`config.mk`:
```
export PLATFORM = sky130hd
export DESIGN_NAME = bcd_range_counter
export DESIGN_NICKNAME = d
export VERILOG_FILES = /design/src/rtl/clock_pkg.sv /design/src/rtl/bcd_digit_step.sv /design/src/rtl/bcd_range_counter.sv
export SDC_FILE = /design/constraint.sdc
export NUM_CORES = 1
export LEC_CHECK = 0
export BUFFER_PORTS_ARGS = -buffer_cell sky130_fd_sc_hd__clkbuf_2
export CORE_MARGIN = 2
export CORE_UTILIZATION = 40
export DETAILED_ROUTE_END_ITERATION = 10
export SYNTH_ARGS = -nofsm -noshare
export SYNTH_HDL_FRONTEND = slang
export SYNTH_SLANG_ARGS = --single-unit
```
`constraint.sdc`:
```
create_clock -name clk -period 4.2 [get_ports clk]
set_input_delay 0.63 -clock clk [delete_from_list [all_inputs] [get_ports clk]]
set_output_delay 0.63 -clock clk [all_outputs]
set_load 0.005 [all_outputs]
```
`src/rtl/clock_pkg.sv`:
```
// clock_pkg: shared BCD constants and helpers for the clock datapath counters.
package clock_pkg;

    localparam logic [3:0] BCD_MAX_DIGIT = 4'd9;

    function automatic logic [7:0] to_bcd8(input int v);
        return {4'(v / 10), 4'(v % 10)};
    endfunction

    function automatic logic bcd_legal(input logic [3:0] h, input logic [3:0] l, input int mn, input int mx);
        int v;
        v = 10 * int'(h) + int'(l);
        return h <= BCD_MAX_DIGIT && l <= BCD_MAX_DIGIT && v >= mn && v <= mx;
    endfunction

endpackage

```
`src/rtl/bcd_digit_step.sv`:
```
// bcd_digit_step: one BCD digit stepped up or down, wrapping at 0/wrap with carry/borrow out.
module bcd_digit_step (
    input  logic [3:0] digit,
    input  logic       up,
    input  logic [3:0] wrap,
    output logic [3:0] step,
    output logic       carry
);
    always_comb begin
        carry = up ? digit == wrap : digit == 4'd0;
        step  = carry ? (up ? 4'd0 : wrap) : (up ? digit + 4'd1 : digit - 4'd1);
    end
endmodule

```
`src/rtl/bcd_range_counter.sv`:
```
// bcd_range_counter: two-digit BCD up/down counter over MIN_VAL..MAX_VAL with preset load,
// terminal count for cascading, and recovery from illegal states.
module bcd_range_counter
    import clock_pkg::*;
#(
    parameter int MIN_VAL = 0,
    parameter int MAX_VAL = 23
) (
    input  logic       clk,
    input  logic       rstn,
    input  logic       enable,
    input  logic       up,
    input  logic       load,
    input  logic [3:0] load_h,
    input  logic [3:0] load_l,
    output logic [3:0] cntH,
    output logic [3:0] cntL,
    output logic       tc
);
    localparam logic [7:0] MIN_BCD = to_bcd8(MIN_VAL);
    localparam logic [7:0] MAX_BCD = to_bcd8(MAX_VAL);

    if (MIN_VAL < 0 || MIN_VAL >= MAX_VAL || MAX_VAL > 99) begin : g_bad_range
        $fatal(1, "bcd_range_counter: need 0 <= MIN_VAL < MAX_VAL <= 99");
    end

    logic       legal, load_ok, at_max, at_min, edge_wrap, carry_l, carry_h;
    logic [3:0] step_l, step_h;
    logic [7:0] nxt;

    assign legal   = bcd_legal(cntH, cntL, MIN_VAL, MAX_VAL);
    assign load_ok = bcd_legal(load_h, load_l, MIN_VAL, MAX_VAL);
    assign at_max  = {cntH, cntL} == MAX_BCD;
    assign at_min  = {cntH, cntL} == MIN_BCD;

    bcd_digit_step u_units (.digit(cntL), .up(up), .wrap(BCD_MAX_DIGIT), .step(step_l), .carry(carry_l));
    bcd_digit_step u_tens  (.digit(cntH), .up(up), .wrap(BCD_MAX_DIGIT), .step(step_h), .carry(carry_h));

    // A two-digit carry (99 up / 00 down) is always a range edge too, so it wraps the same way.
    always_comb begin
        edge_wrap = (up ? at_max : at_min) | (carry_l & carry_h);
        nxt = {cntH, cntL};
        if (load)
            nxt = load_ok ? {load_h, load_l} : MIN_BCD;
        else if (enable)
            nxt = !legal ? MIN_BCD : edge_wrap ? (up ? MIN_BCD : MAX_BCD) : {carry_l ? step_h : cntH, step_l};
    end

    assign tc = rstn & enable & ~load & legal & (up ? at_max : at_min);

    always_ff @(posedge clk or negedge rstn) begin
        if (!rstn)
            {cntH, cntL} <= MIN_BCD;
        else
            {cntH, cntL} <= nxt;
    end
endmodule
```
==> reports/results.ini <==
[cts]
cts_made_buffers = 3
cts_setup_buffers = 0
ctsResizeCount = 0
htree_num_levels = 1
cts_hold_buf = 0
clk_latency_ns = 0.25
cts_sinks = 8
clock_path_buffers = 2
tritoncts = yes
ctsRootBufferMaster = clkbuf_4
path_clk_slew_ns = 0.05

[grt]
grt_max_degree = 18
overflow = 0
antenna_found_initial = 0
grtUsageTotal = 0.192
first_global_vias = 1148
grt_first_pass_wirelength_um = 5260

[floorplan]
num_rows = 20
die_h_um = 60.3
start_util = 0.419
io_pins = 22
dieArea_um2 = 3640
die_width_um = 60.3
coreArea_um2 = 3030

[pwr]
peakVddDrop_mv = 0.145
power.internal_w = 0.000439
p_per_area_nw_per_um2 = 602
clock_power_share = 0.065
swShare = 0.491
finalPower_w = 0.000863
p_sw_w = 0.000424
p_comb_frac = 0.688
p_leak_nw = 0.691
pwr-share-seq = 0.247

[synth]
ys_types = 48
yosysTopAreaCellShare = 0.178
synthTopCellsByArea = ha_1, dfrtp_1, fa_1
synth_top_family_by_area = adder cells
yosysWarnings = 0
synthMuxAreaShare = 0.0523
synth_fp_nets = 178
synth-edff-count = 0
synthCells = 141
syn_area_um2 = 1270
yosysTopAreaCell = ha_1
async_reset_ff_frac = 1.00
synth_fa_ha_area_frac = 0.272
synth-compound-area-share = 0.241
synthSimpleGateAreaFrac = 0.215
synth_flop_cell = dfrtp_1
synth_xor_area_frac = 0.0276
synth-seq-area-share = 0.158
syn_avg_cell_area_um2 = 9.00
synth-seq-cells = 8

[hold_path]
hp-class = input pin to asynchronous set/reset pin

[timing]
slew_headroom = 0.540
final.setup.tns_ns = 0
skew_ns = 0.00333
period_share = 0.864
hold_viol = 0
max_freq_mhz = 275
slew_viol_final = 0
setup_viol = 0
min_period_ns = 3.63
timing.hold.ws_ns = 0.224
grt_setup_unrepaired = no
tightest_slew_ns = 0.688

[detailed_routing]
ant_nets = 0
drt_iter0_drc = 95
vias_per_cell = 5.75
dr.pass1.iters = 4
route.detailed.drc = 0
drt_wl_total_um = 3040
vias = 1179
wl_per_cell_um = 14.8

[cells_and_area]
nets = 200
insertedDiodeCount = 0
n_fill_cell = 295
drive_gt1_frac = 0.211
area_growth_pct = 13.0
mostFrequentLayoutCell = clkbuf_2
most-common-layout-cells = clkbuf_2, ha_1, a21oi_1, o21ai_0, dfrtp_1

[status]
outcome = complete, no violations

[placement]
port_buffers = 21
place.gp.congestion = 0.853
dp_hpwl_um = 2460

[flow_run]
drv_cap = 0

[critical_path]
path_cells = ha_1 > ha_1 > fa_1 > a2111oi_0 > nor3_1 > nand3_1 > nor3b_1 > clkbuf_2
endpoint_kind = primary output
worst_path_max_delay_cell = dfrtp_1
crit_path_max_incr_delay_ns = 0.57
cp-start-kind = flop
cp_data_arrival_time_ns = 3.00
crit_fanout = 12
critPathRequiredTime_ns = 3.57
path_class = flop to primary output
cp_common_cell = ha_1

cell usage after synthesis, types with 4 or more instances:
master   count
o21ai_0      9
fa_1         6
ha_1        18
nand3_1      7
nor2_1       7
inv_1        7
a21oi_1      9
mux2i_1      4
dfrtp_1      8
a21o_1       5
nor3_1       7
state kept, by name, indices dropped and copies added, names as in the netlist:
register / count
cntH: 4
cntL: 4
worst paths after layout:
path / start / to / slack (ns) / cells past startpoint
min in group clk: load_l[0] / cntL[0]$_DFFE_PN0P_ / 0.69 / 3
max: cntH[1]$_DFFE_PN0P_ / tc / 0.57 / 8
max reg2reg: cntH[1]$_DFFE_PN0P_ / cntH[2]$_DFFE_PN0P_ / 0.67 / 9
min reg2reg: cntL[2]$_DFFE_PN0P_ / cntL[2]$_DFFE_PN0P_ / 0.71 / 2
min: rstn / cntL[3]$_DFFE_PN0P_ / 0.22 / 1
max in group asynchronous: rstn / cntH[0]$_DFFE_PN0P_ / 3.79 / 1
worst max-delay path, delay by kind of cell (launching register included):
kind	cells	cell delay, ns
and+or+nand+nor	3	0.49
buffers and inverters	1	0.17
adders and majority gates	3	1.07
AOI/OAI and AO/OA	1	0.44
DFF	1	0.57
per-stage QoR:
step | instances | util | cell area, um2 | worst slack (ns)
floorplan | 141 | - | 1270 | 1.28
detailed placement | 202 | 0.466 | 1410 | 0.685
global route | 205 | 0.474 | 1430 | 0.460
global placement | 202 | 0.466 | 1410 | 0.843
finish | 205 | 0.474 | 1430 | 0.569
CTS | 205 | 0.474 | 1430 | 0.584
power by group through the flow:
stage                     combinational [W]  sequential [W]   clock, W
after global placement             0.000581        0.000212          0
after floorplan                    0.000480        0.000172          0
after CTS                          0.000595        0.000214  0.0000588
final                              0.000594        0.000214  0.0000562
after global routing               0.000666        0.000224  0.0000652
after detailed placement           0.000592        0.000216          0
cells by family (layout without fill, tap and decap cells):
kind of cell / count (synthesis) / after routing
compound gates: 44 / 44
xor+xnor: 4 / 4
fa+ha+maj: 24 / 24
buf+inv: 11 / 31
flops: 8 / 8
mux: 6 / 6
simple gates: 44 / 44
metal layers:
layer | track usage | vias up | share of wire
met4 | 0.0413 | 0 | 0.0076
met5 | 0 | - | 0
met1 | 0.260 | 555 | 0.45
met3 | 0.0325 | 2 | 0.046
li1 | - | 584 | -
met2 | 0.321 | 38 | 0.50
layout make-up:
cell class	instances	area, um2	share of cell area
well taps	44	55.1	0.0384
flip-flops and latches	8	200	0.140
inverters	7	26.3	0.0183
repair buffers	21	105	0.0733
multi-input cells	122	1020	0.715
clock buffers	3	22.5	0.0157
Note: power is estimated with default switching activity, not from simulation.
